--- src/rtl/card_pkg.sv ---
// Shared definitions for the card detection path: FSM states, RGB565 field
// positions, default frame geometry and the luma helper.
package card_pkg;

  typedef enum logic [1:0] {
    IDLE,
    ACCUM,
    CHECK,
    PUBLISH
  } card_state_t;

  localparam int unsigned RGB_R_MSB = 15;
  localparam int unsigned RGB_R_LSB = 11;
  localparam int unsigned RGB_G_MSB = 10;
  localparam int unsigned RGB_G_LSB = 5;
  localparam int unsigned RGB_B_MSB = 4;
  localparam int unsigned RGB_B_LSB = 0;

  localparam int unsigned CARD_WIDTH  = 240;
  localparam int unsigned CARD_HEIGHT = 320;

  // 2R + G + 2B on the raw 5/6/5 fields; peaks at 187, so 8 bits never wrap
  function automatic logic [7:0] rgb565_luma(input logic [15:0] px);
    logic [7:0] r2, g1, b2;
    r2 = {2'b00, px[RGB_R_MSB:RGB_R_LSB], 1'b0};
    g1 = {2'b00, px[RGB_G_MSB:RGB_G_LSB]};
    b2 = {2'b00, px[RGB_B_MSB:RGB_B_LSB], 1'b0};
    return r2 + g1 + b2;
  endfunction

endpackage

--- src/rtl/card_luma_thresh.sv ---
// Stage-1 pixel classifier: RGB565 -> luma -> bright flag, registered together
// with the pixel coordinates.
module card_luma_thresh
  import card_pkg::*;
#(
  parameter int unsigned XW          = 8,
  parameter int unsigned YW          = 9,
  parameter logic [7:0]  LUMA_THRESH = 8'd150
) (
  input  logic          clk_in,
  input  logic          rst_in,
  input  logic          pixel_valid_in,
  input  logic [XW-1:0] hcount_in,
  input  logic [YW-1:0] vcount_in,
  input  logic [15:0]   pixel_data_in,
  output logic          s1_valid,
  output logic          s1_bright,
  output logic [XW-1:0] s1_x,
  output logic [YW-1:0] s1_y
);

  always_ff @(posedge clk_in or negedge rst_in) begin
    if (!rst_in) begin
      s1_valid  <= 1'b0;
      s1_bright <= 1'b0;
      s1_x      <= '0;
      s1_y      <= '0;
    end else begin
      s1_valid  <= pixel_valid_in;
      s1_bright <= rgb565_luma(pixel_data_in) >= LUMA_THRESH;
      s1_x      <= hcount_in;
      s1_y      <= vcount_in;
    end
  end

endmodule

--- src/rtl/card_bbox_finder.sv ---
// Per-frame bounding box of bright pixels, validated and published with a
// start_flag pulse. Define CARD_BBOX_RUN_FILTER_EN to require MIN_RUN bright pixels in a row.
module card_bbox_finder
  import card_pkg::*;
#(
  parameter int unsigned WIDTH       = CARD_WIDTH,
  parameter int unsigned HEIGHT      = CARD_HEIGHT,
  parameter int unsigned LUMA_THRESH = 150,
  parameter int unsigned MIN_RUN     = 4,
  parameter int unsigned MIN_W       = 32,
  parameter int unsigned MIN_H       = 32
) (
  input  logic                      clk_in,
  input  logic                      rst_in,
  input  logic                      frame_start_in,
  input  logic                      frame_end_in,
  input  logic                      pixel_valid_in,
  input  logic [$clog2(WIDTH)-1:0]  hcount_in,
  input  logic [$clog2(HEIGHT)-1:0] vcount_in,
  input  logic [15:0]               pixel_data_in,
  input  logic                      busy_in,
  output logic [$clog2(WIDTH)-1:0]  left_edge,
  output logic [$clog2(WIDTH)-1:0]  right_edge,
  output logic [$clog2(HEIGHT)-1:0] top_edge,
  output logic [$clog2(HEIGHT)-1:0] bot_edge,
  output logic                      start_flag,
  output logic                      box_found,
  output logic [7:0]                drop_cnt
);

  localparam int unsigned XW = $clog2(WIDTH);
  localparam int unsigned YW = $clog2(HEIGHT);

  card_state_t   state, state_nx;
  logic          s1_valid, s1_bright;
  logic [XW-1:0] s1_x;
  logic [YW-1:0] s1_y;
  logic          fe_d1, fe_d2;
  logic          frame_clr;
  logic          qual;
  logic [XW-1:0] qual_min_x;
  logic [XW-1:0] min_x, max_x;
  logic [YW-1:0] min_y, max_y;
  logic [XW:0]   box_w;
  logic [YW:0]   box_h;
  logic          box_valid;

  card_luma_thresh #(
    .XW          (XW),
    .YW          (YW),
    .LUMA_THRESH (8'(LUMA_THRESH))
  ) u_luma (
    .clk_in         (clk_in),
    .rst_in         (rst_in),
    .pixel_valid_in (pixel_valid_in),
    .hcount_in      (hcount_in),
    .vcount_in      (vcount_in),
    .pixel_data_in  (pixel_data_in),
    .s1_valid       (s1_valid),
    .s1_bright      (s1_bright),
    .s1_x           (s1_x),
    .s1_y           (s1_y)
  );

  // A start coinciding with an end, or while an end is still in the pipe, is dropped
  assign frame_clr = frame_start_in && !frame_end_in && !fe_d1 && !fe_d2 &&
                     ((state == IDLE) || (state == ACCUM));

  always_ff @(posedge clk_in or negedge rst_in) begin
    if (!rst_in) begin
      fe_d1 <= 1'b0;
      fe_d2 <= 1'b0;
    end else begin
      fe_d1 <= frame_end_in && (state == ACCUM);
      fe_d2 <= fe_d1;
    end
  end

  always_ff @(posedge clk_in or negedge rst_in) begin
    if (!rst_in) state <= IDLE;
    else         state <= state_nx;
  end

  always_comb begin
    state_nx = state;
    case (state)
      IDLE:    if (frame_clr) state_nx = ACCUM;
      ACCUM:   if (fe_d2)     state_nx = CHECK;
      CHECK:   state_nx = PUBLISH;
      PUBLISH: state_nx = IDLE;
      default: state_nx = IDLE;
    endcase
  end

`ifdef CARD_BBOX_RUN_FILTER_EN
  localparam int unsigned RW = $clog2(MIN_RUN + 1);
  logic [RW-1:0] run_cnt, run_nx;

  always_comb begin
    run_nx = run_cnt;
    if (s1_valid) begin
      if (!s1_bright)          run_nx = '0;
      else if (s1_x == '0)     run_nx = RW'(1);
      else if (run_cnt < RW'(MIN_RUN)) run_nx = run_cnt + 1'b1;
    end
  end

  always_ff @(posedge clk_in or negedge rst_in) begin
    if (!rst_in) run_cnt <= '0;
    else         run_cnt <= run_nx;
  end

  // The qualifying pixel closes the run, so the box starts MIN_RUN-1 columns earlier
  assign qual       = s1_valid && s1_bright && (run_nx == RW'(MIN_RUN));
  assign qual_min_x = s1_x - XW'(MIN_RUN - 1);
`else
  assign qual       = s1_valid && s1_bright;
  assign qual_min_x = s1_x;
`endif

  always_ff @(posedge clk_in or negedge rst_in) begin
    if (!rst_in) begin
      min_x <= '1;
      max_x <= '0;
      min_y <= '1;
      max_y <= '0;
    end else if (frame_clr) begin
      min_x <= '1;
      max_x <= '0;
      min_y <= '1;
      max_y <= '0;
    end else if ((state == ACCUM) && qual) begin
      if (qual_min_x < min_x) min_x <= qual_min_x;
      if (s1_x > max_x)       max_x <= s1_x;
      if (s1_y < min_y)       min_y <= s1_y;
      if (s1_y > max_y)       max_y <= s1_y;
    end
  end

  assign box_w = {1'b0, max_x} - {1'b0, min_x} + (XW+1)'(1);
  assign box_h = {1'b0, max_y} - {1'b0, min_y} + (YW+1)'(1);

  always_ff @(posedge clk_in or negedge rst_in) begin
    if (!rst_in) begin
      box_valid <= 1'b0;
    end else if (state == CHECK) begin
      box_valid <= (max_x >= min_x) &&
                   (box_w >= (XW+1)'(MIN_W)) &&
                   (box_h >= (YW+1)'(MIN_H));
    end
  end

  always_ff @(posedge clk_in or negedge rst_in) begin
    if (!rst_in) begin
      left_edge  <= '0;
      right_edge <= '0;
      top_edge   <= '0;
      bot_edge   <= '0;
      start_flag <= 1'b0;
      box_found  <= 1'b0;
      drop_cnt   <= '0;
    end else begin
      start_flag <= 1'b0;
      if (state == PUBLISH) begin
        box_found <= box_valid;
        if (box_valid && !busy_in) begin
          left_edge  <= min_x;
          right_edge <= max_x;
          top_edge   <= min_y;
          bot_edge   <= max_y;
          start_flag <= 1'b1;
        end else if (box_valid && (drop_cnt != '1)) begin
          drop_cnt <= drop_cnt + 8'd1;
        end
      end
    end
  end

endmodule

--- config.mk ---
export PLATFORM = sky130hd
export DESIGN_NAME = card_bbox_finder
export DESIGN_NICKNAME = d
export VERILOG_FILES = /design/src/rtl/card_pkg.sv /design/src/rtl/card_luma_thresh.sv /design/src/rtl/card_bbox_finder.sv
export SDC_FILE = /design/constraint.sdc
export NUM_CORES = 1
export LEC_CHECK = 0
export ABC_AREA = 1
export BUFFER_PORTS_ARGS = -buffer_cell sky130_fd_sc_hd__clkbuf_2
export CORE_MARGIN = 1
export CORE_UTILIZATION = 45
export DETAILED_ROUTE_END_ITERATION = 10
export PLACE_DENSITY = 0.68
export RECOVER_POWER = 25
export SYNTH_ARGS = -nofsm -noshare
export SYNTH_HDL_FRONTEND = slang
export SYNTH_SLANG_ARGS = --single-unit
--- constraint.sdc ---
create_clock -name clk_in -period 4.4 [get_ports clk_in]
set_input_delay 0.44 -clock clk_in [delete_from_list [all_inputs] [get_ports clk_in]]
set_output_delay 0.44 -clock clk_in [all_outputs]
set_load 0.01 [all_outputs]
After elaboration in Yosys (flattened, before gate mapping)

Cells that the tools add are included.

Register bits: 102
Word-level logic and storage cells: 87
Output and inout bits: 44

$add $sub $neg: 7
Mux-type cells: 17
Bitwise logic cells: 1
Eq/ne operators: 6
Reduce and logical (&&, ||, !) cells: 29
Order comparisons: 8

Operators with widths:

| kind                  | number |
|---|---|
| $mux 9                | 6 |
| $mux 8                | 6 |
| $reduce_and 2->1      | 6 |
| $logic_and 1x1->1     | 11 |
| $add 10x1->10 const B | 1 |
| $ge 10x6->1 const B   | 1 |
| $reduce_bool 2->1     | 5 |
| $sub 9x9->10          | 1 |
| $add 9x1->9 const B   | 1 |
| $ge 9x6->1 const B    | 1 |
| $gt 9x9->1            | 1 |
| $lt 9x9->1            | 1 |
| $sub 8x8->9           | 1 |
| $add 8x1->8 const B   | 1 |
| $add 8x6->8           | 1 |
| $ge 8x8->1            | 1 |
| $ge 8x8->1 const B    | 1 |
| $gt 8x8->1            | 1 |
| $lt 8x8->1            | 1 |
| $ne 8x8->1 const B    | 1 |
| $pmux 2 s4            | 1 |
| $add 6x6->7           | 1 |
| $eq 2x2->1 const B    | 2 |
| $logic_not 1->1       | 4 |
| 8 further kinds       | 11 |

Depth between registers and ports, before layout

Word-level depth: 7
Depth in mapped cells: 15
Mapped depth without buffers: 15

Cells and area by module

Synthesis repeated with hierarchy kept, for this count alone.

Cells, all modules: 721
Area, all modules: 6,100.9 µm²

By module, submodules not included:

| module           | area an instance (µm²) | times used | sequential area each (µm²) | cells an instance |
|---|---|---|---|---|
| card_bbox_finder | 5,297.6                | 1          | 2,098.3                    | 654 |
| card_luma_thresh | 803.3                  | 1          | 475.5                      | 67 |

Least setup slack after synthesis

OpenSTA, ideal clock, no wires.

Path type: input to register
Start point: input pixel_data_in[6]
End point: register u_luma.s1_bright
Stages: 11
Library setup time: 0.127 ns
Path slack: 2.124 ns
Buffers on the path: 0
Data arrival time: 2.149 ns
Required time: 4.273 ns
Path through: ha_1 fa_1 xor2_1 ha_1 nand3b_1 nand2_1 or2_2 nand2_1 nand3_1 nand3_1 a21oi_1

Cells in the longest elaborated chain, start to end: 3

Ends and longest elaborated chain:

| what                   | RTL line               | source |
|---|---|---|
| start: declaration     | card_bbox_finder.sv:20 | `input logic [15:0] pixel_data_in,` |
| $add 6x6->7            | card_pkg.sv:28         | `return r2 + g1 + b2;` |
| $add 8x6->8            | card_pkg.sv:28         |  |
| $ge 8x8->1             | card_luma_thresh.sv:30 | `s1_bright <= rgb565_luma(pixel_data_in) >= LUMA_THRESH;` |
| end signal: assignment | card_luma_thresh.sv:25 | `s1_bright <= 1'b0;` |
| end signal: assignment | card_luma_thresh.sv:30 |  |
| end: declaration       | card_luma_thresh.sv:17 | `output logic s1_bright,` |

No other way between the ends.
A chain may end at the register's enable or synchronous reset.

Final worst setup path

Start point: register min_x[1]
End point: register box_valid

Cells in the longest elaborated chain, start to end: 5
Elaborated cells between the ends (all ways): 6
Those cells by class: 2 x add/sub; 2 x order compare; 2 x reduce/logical

Ends and longest elaborated chain:

| what                     | RTL line                | source |
|---|---|---|
| start: declaration       | card_bbox_finder.sv:42  | `logic [XW-1:0] min_x, max_x;` |
| start signal: assignment | card_bbox_finder.sv:133 | `if (qual_min_x < min_x) min_x <= qual_min_x;` |
| $sub 8x8->9              | card_bbox_finder.sv:140 | `assign box_w = {1'b0, max_x} - {1'b0, min_x} + (XW+1)'(1);` |
| $add 9x1->9              | card_bbox_finder.sv:140 |  |
| $ge 9x6->1               | card_bbox_finder.sv:148 | `(box_w >= (XW+1)'(MIN_W)) &&` |
| $logic_and 1x1->1 *      | card_bbox_finder.sv:147 | `box_valid <= (max_x >= min_x) &&` |
| $logic_and 1x1->1 *      | card_bbox_finder.sv:148 |  |
| end signal: assignment   | card_bbox_finder.sv:147 |  |
| end: declaration         | card_bbox_finder.sv:46  | `logic box_valid;` |

Every way passes the cells marked *; elsewhere a longest branch is shown, timed or not.

==> metrics.md <==
| Metric | Value |
|---|---|
| Crit-path cells | `inv_1 -> ha_1 -> inv_1 -> ha_1 -> inv_1 -> fa_1 -> nand3b_1 -> a21oi_1 -> nor2_1 -> nand2_1 -> nor2_1 -> nor2_1 -> nand2_1 -> nand2_1` |
| MaxCap Viol Count | `0` |
| GRT met2 Usage | `36.7%` |
| Critical-path top delay cell | `dfstp_2` |
| Clock buffer depth | `2` |
| Ports | `83` |
| Slew @ Worst Pin | `980 ps` |
| Setup CP Type | `flop to flop` |
| # rows | `42` |
| Num CTS Buffers | `9` |
| Core Util, Final | `53.2%` |
| Synthesized area | `6200 um^2` |
| Grt ovf | `0` |
| Syn nets | `834` |
| Worst R2R Setup Slack | `1980 ps` |
| Post-synthesis async set-or-reset flop share | `100%` |
| Fin crit share | `55.0%` |
| Via Count | `4927` |
| Fin. Hold Viols | `0` |
| Post-layout minimum cycle time | `2420 ps` |
| CP max stage delay | `560 ps` |
| Final Wtd Congestion | `0.844` |
| Via density | `5.08` |
| Most frequent cells in the layout | `192 x nand2_1, 93 x inv_1, 85 x dfrtp_1` |
| Synthesis-stage register bit count | `102` |
| H-tree depth | `3` |
| Most common cell after layout, fill and taps aside | `nand2_1` |
| Detailed Route Iter0 Violations | `237` |
| Yosys Warn Count | `0` |
| Sink Count | `102` |
| M3 GR Usage | `5.17%` |
| DIE AREA | `14300 um^2` |
| Cell family with the largest share of critical-path delay | `adder cells` |
| Initial antenna violation count | `0` |
| PD cells | `614 nW/um^2` |
| Worst EP arrival | `2710 ps` |
| Count of buffer and inverter cells on the critical path | `3` |
| Slew margin rel. | `34.6%` |
| N_diodes | `0` |
| Worst r2r path cells | `14` |
| Leakage | `3.75 nW` |
| Layout Skew | `7.63 ps` |
| Gates resized, CTS repair | `0` |
| First-pass GRT wire length | `23.1 mm` |
| Status | `finished clean` |
| CTS Hold Bufs | `0` |
| Post-CTS Setup Repair Bufs | `0` |
| Wirelength per Cell | `13.8 um` |
| Fin nets | `916` |
| Number of fill cells | `1231` |
| Post-synth EDFFs | `0` |
| Core ar. | `13300 um^2` |
| Antenna viol nets, final | `0` |
| Worst r2r dst | `box_valid` |
| Reg clk slew, reported paths | `70 ps` |
| Syn-to-layout area delta | `14.5%` |
| DRT Pass-1 Iters | `4` |
| Final Setup Violations | `0` |
| Fin. max-slew vios | `0` |
| Worst EP required | `4690 ps` |
| Share of cells above drive strength 1 | `17.9%` |
| Routed WL | `13.4 mm` |
| CP max FO | `3` |
| Post-synthesis sequential area ratio | `41.5%` |
| CP Launch Type | `flop` |
| Post-synthesis instance total | `706` |
| Die height | `119 um` |
| Total GRT Usage | `20.6%` |
| RSZ-0062 raised after global routing | `false` |
| VDD IR max | `0.439 mV` |
| Type of destination of the critical path | `flop` |
| DRC violations left | `0` |
| Initial Util | `46.5%` |
| Final HPWL DP | `10.2 mm` |
| Met1 Use GR | `24.3%` |
| Largest net degree at the start of global routing | `68` |
| CTS tree | `done` |
| Synth cell types | `39` |
| Reg-to-reg critical path startpoint | `min_x[1]` |
| Die X | `119 um` |
| Clock root buffer | `clkbuf_16` |
| Main synth FF type | `dfrtp_1` |
| Number of global-route vias before repair | `4973` |
| Setup TNS Final | `0 ps` |
| GRT busiest layer | `met2` |
| IO buf count | `81` |
| F_max | `413 MHz` |
| Worst min path class | `input port to asynchronous set/reset pin` |
| Worst skew pair latency | `350 ps` |
| Mapped Avg Cell Area | `8.79 um^2` |
how the worst max path moves through the flow:
stage                      from                to  slack, ps  cells after the start
2_1_floorplan  pixel_data_in[6]  u_luma.s1_bright       2120                     11
3_3_place_gp   pixel_data_in[6]  u_luma.s1_bright       1970                     12
3_5_place_dp   pixel_data_in[6]  u_luma.s1_bright       1920                     12
4_1_cts                min_x[1]         box_valid       1970                     14
5_1_grt                min_x[1]         box_valid       1780                     14
6_report               min_x[1]         box_valid       1980                     14
area by class of cell:
cell class / instances / area, um^2 / share of cell area [%]
Multi-Input combinational cell: 498 / 3180 / 44.7
Sequential cell: 102 / 2570 / 36.2
Timing Repair Buffer: 82 / 415 / 5.85
Inverter: 95 / 362 / 5.09
Clock buffer: 10 / 239 / 3.36
Tap cell: 176 / 220 / 3.10
Clock inverter: 6 / 116 / 1.64
cell usage after synthesis, types with 2 or more instances:
library cell	number	area share, %
nand2_4	3	0.54
o21a_1	3	0.36
o21bai_1	2	0.24
o211ai_1	12	1.5
dfrtp_1	85	34
clkbuf_1	3	0.18
nand4_1	13	1.3
buf_4	2	0.24
nand3b_1	7	0.85
o21ai_0	50	4.0
fa_1	7	2.3
nand3_1	36	2.9
nor2_1	27	1.6
nand2_2	5	0.50
inv_1	93	5.6
a21oi_1	25	2.0
or2_2	7	0.71
ha_1	82	17
nand2_1	192	12
dfstp_2	17	7.2
nor2_2	2	0.20
nor2_4	2	0.36
buf_6	4	0.73
o21ai_1	5	0.40
xor2_1	8	1.1
worst register-to-register path: stages (launching register included):
cell and delay, ps:
dfstp_2 560, inv_1 80, ha_1 310, inv_1 70, ha_1 160, inv_1 60
fa_1 360, nand3b_1 180, a21oi_1 190, nor2_1 60, nand2_1 50, nor2_1 60
nor2_1 80, nand2_1 60, nand2_1 70
registers in the layout (all words and copies together), names as in the netlist, 2 cells and up:
register and cells:
right_edge 8, max_y 9, left_edge 8, min_x 8
min_y 9, top_edge 9, max_x 8, u_luma.s1_x 8
bot_edge 9, drop_cnt 8, state 2, u_luma.s1_y 9
cells by family after synthesis:
group,after synthesis,share of synthesized area (%)
AO/OA/AOI/OAI,100,9.22
adder cells (fa/ha/maj),89,18.8
AND/OR/NAND/NOR,300,21.9
buffers and inverters,106,7.30
flip-flops,102,41.5
XOR/XNOR,9,1.27
power breakdown:
part	switching (W)	internal [W]	total (W)
logic	0.00118	0.000740	0.00192
registers	0.000219	0.00129	0.00151
clock network	0.000361	0.000577	0.000937
total	0.00176	0.00261	0.00436
per-layer routing:
| layer | vias to the layer above | routed length (um) | part of all wire (%) |
|---|---|---|---|
| li1 | 2459 | - | - |
| met1 | 2343 | 5890 | 44 |
| met5 | - | 0 | 0 |
| met4 | 0 | 242 | 1.8 |
| met3 | 20 | 460 | 3.4 |
| met2 | 105 | 6800 | 51 |
stage by stage:
stage,instance area (um^2),instances,power [W],worst slack (ps),hold WS (ps)
5_1_grt,7100,969,0.00478,1780,171
2_1_floorplan,6200,706,0.00287,2120,144
4_1_cts,7100,969,0.00441,1970,176
6_report,7100,969,0.00436,1980,175
3_3_place_gp,6750,953,0.00335,1970,377
3_5_place_dp,6750,953,0.00345,1920,388
Note: power is estimated with default switching activity, not from simulation.
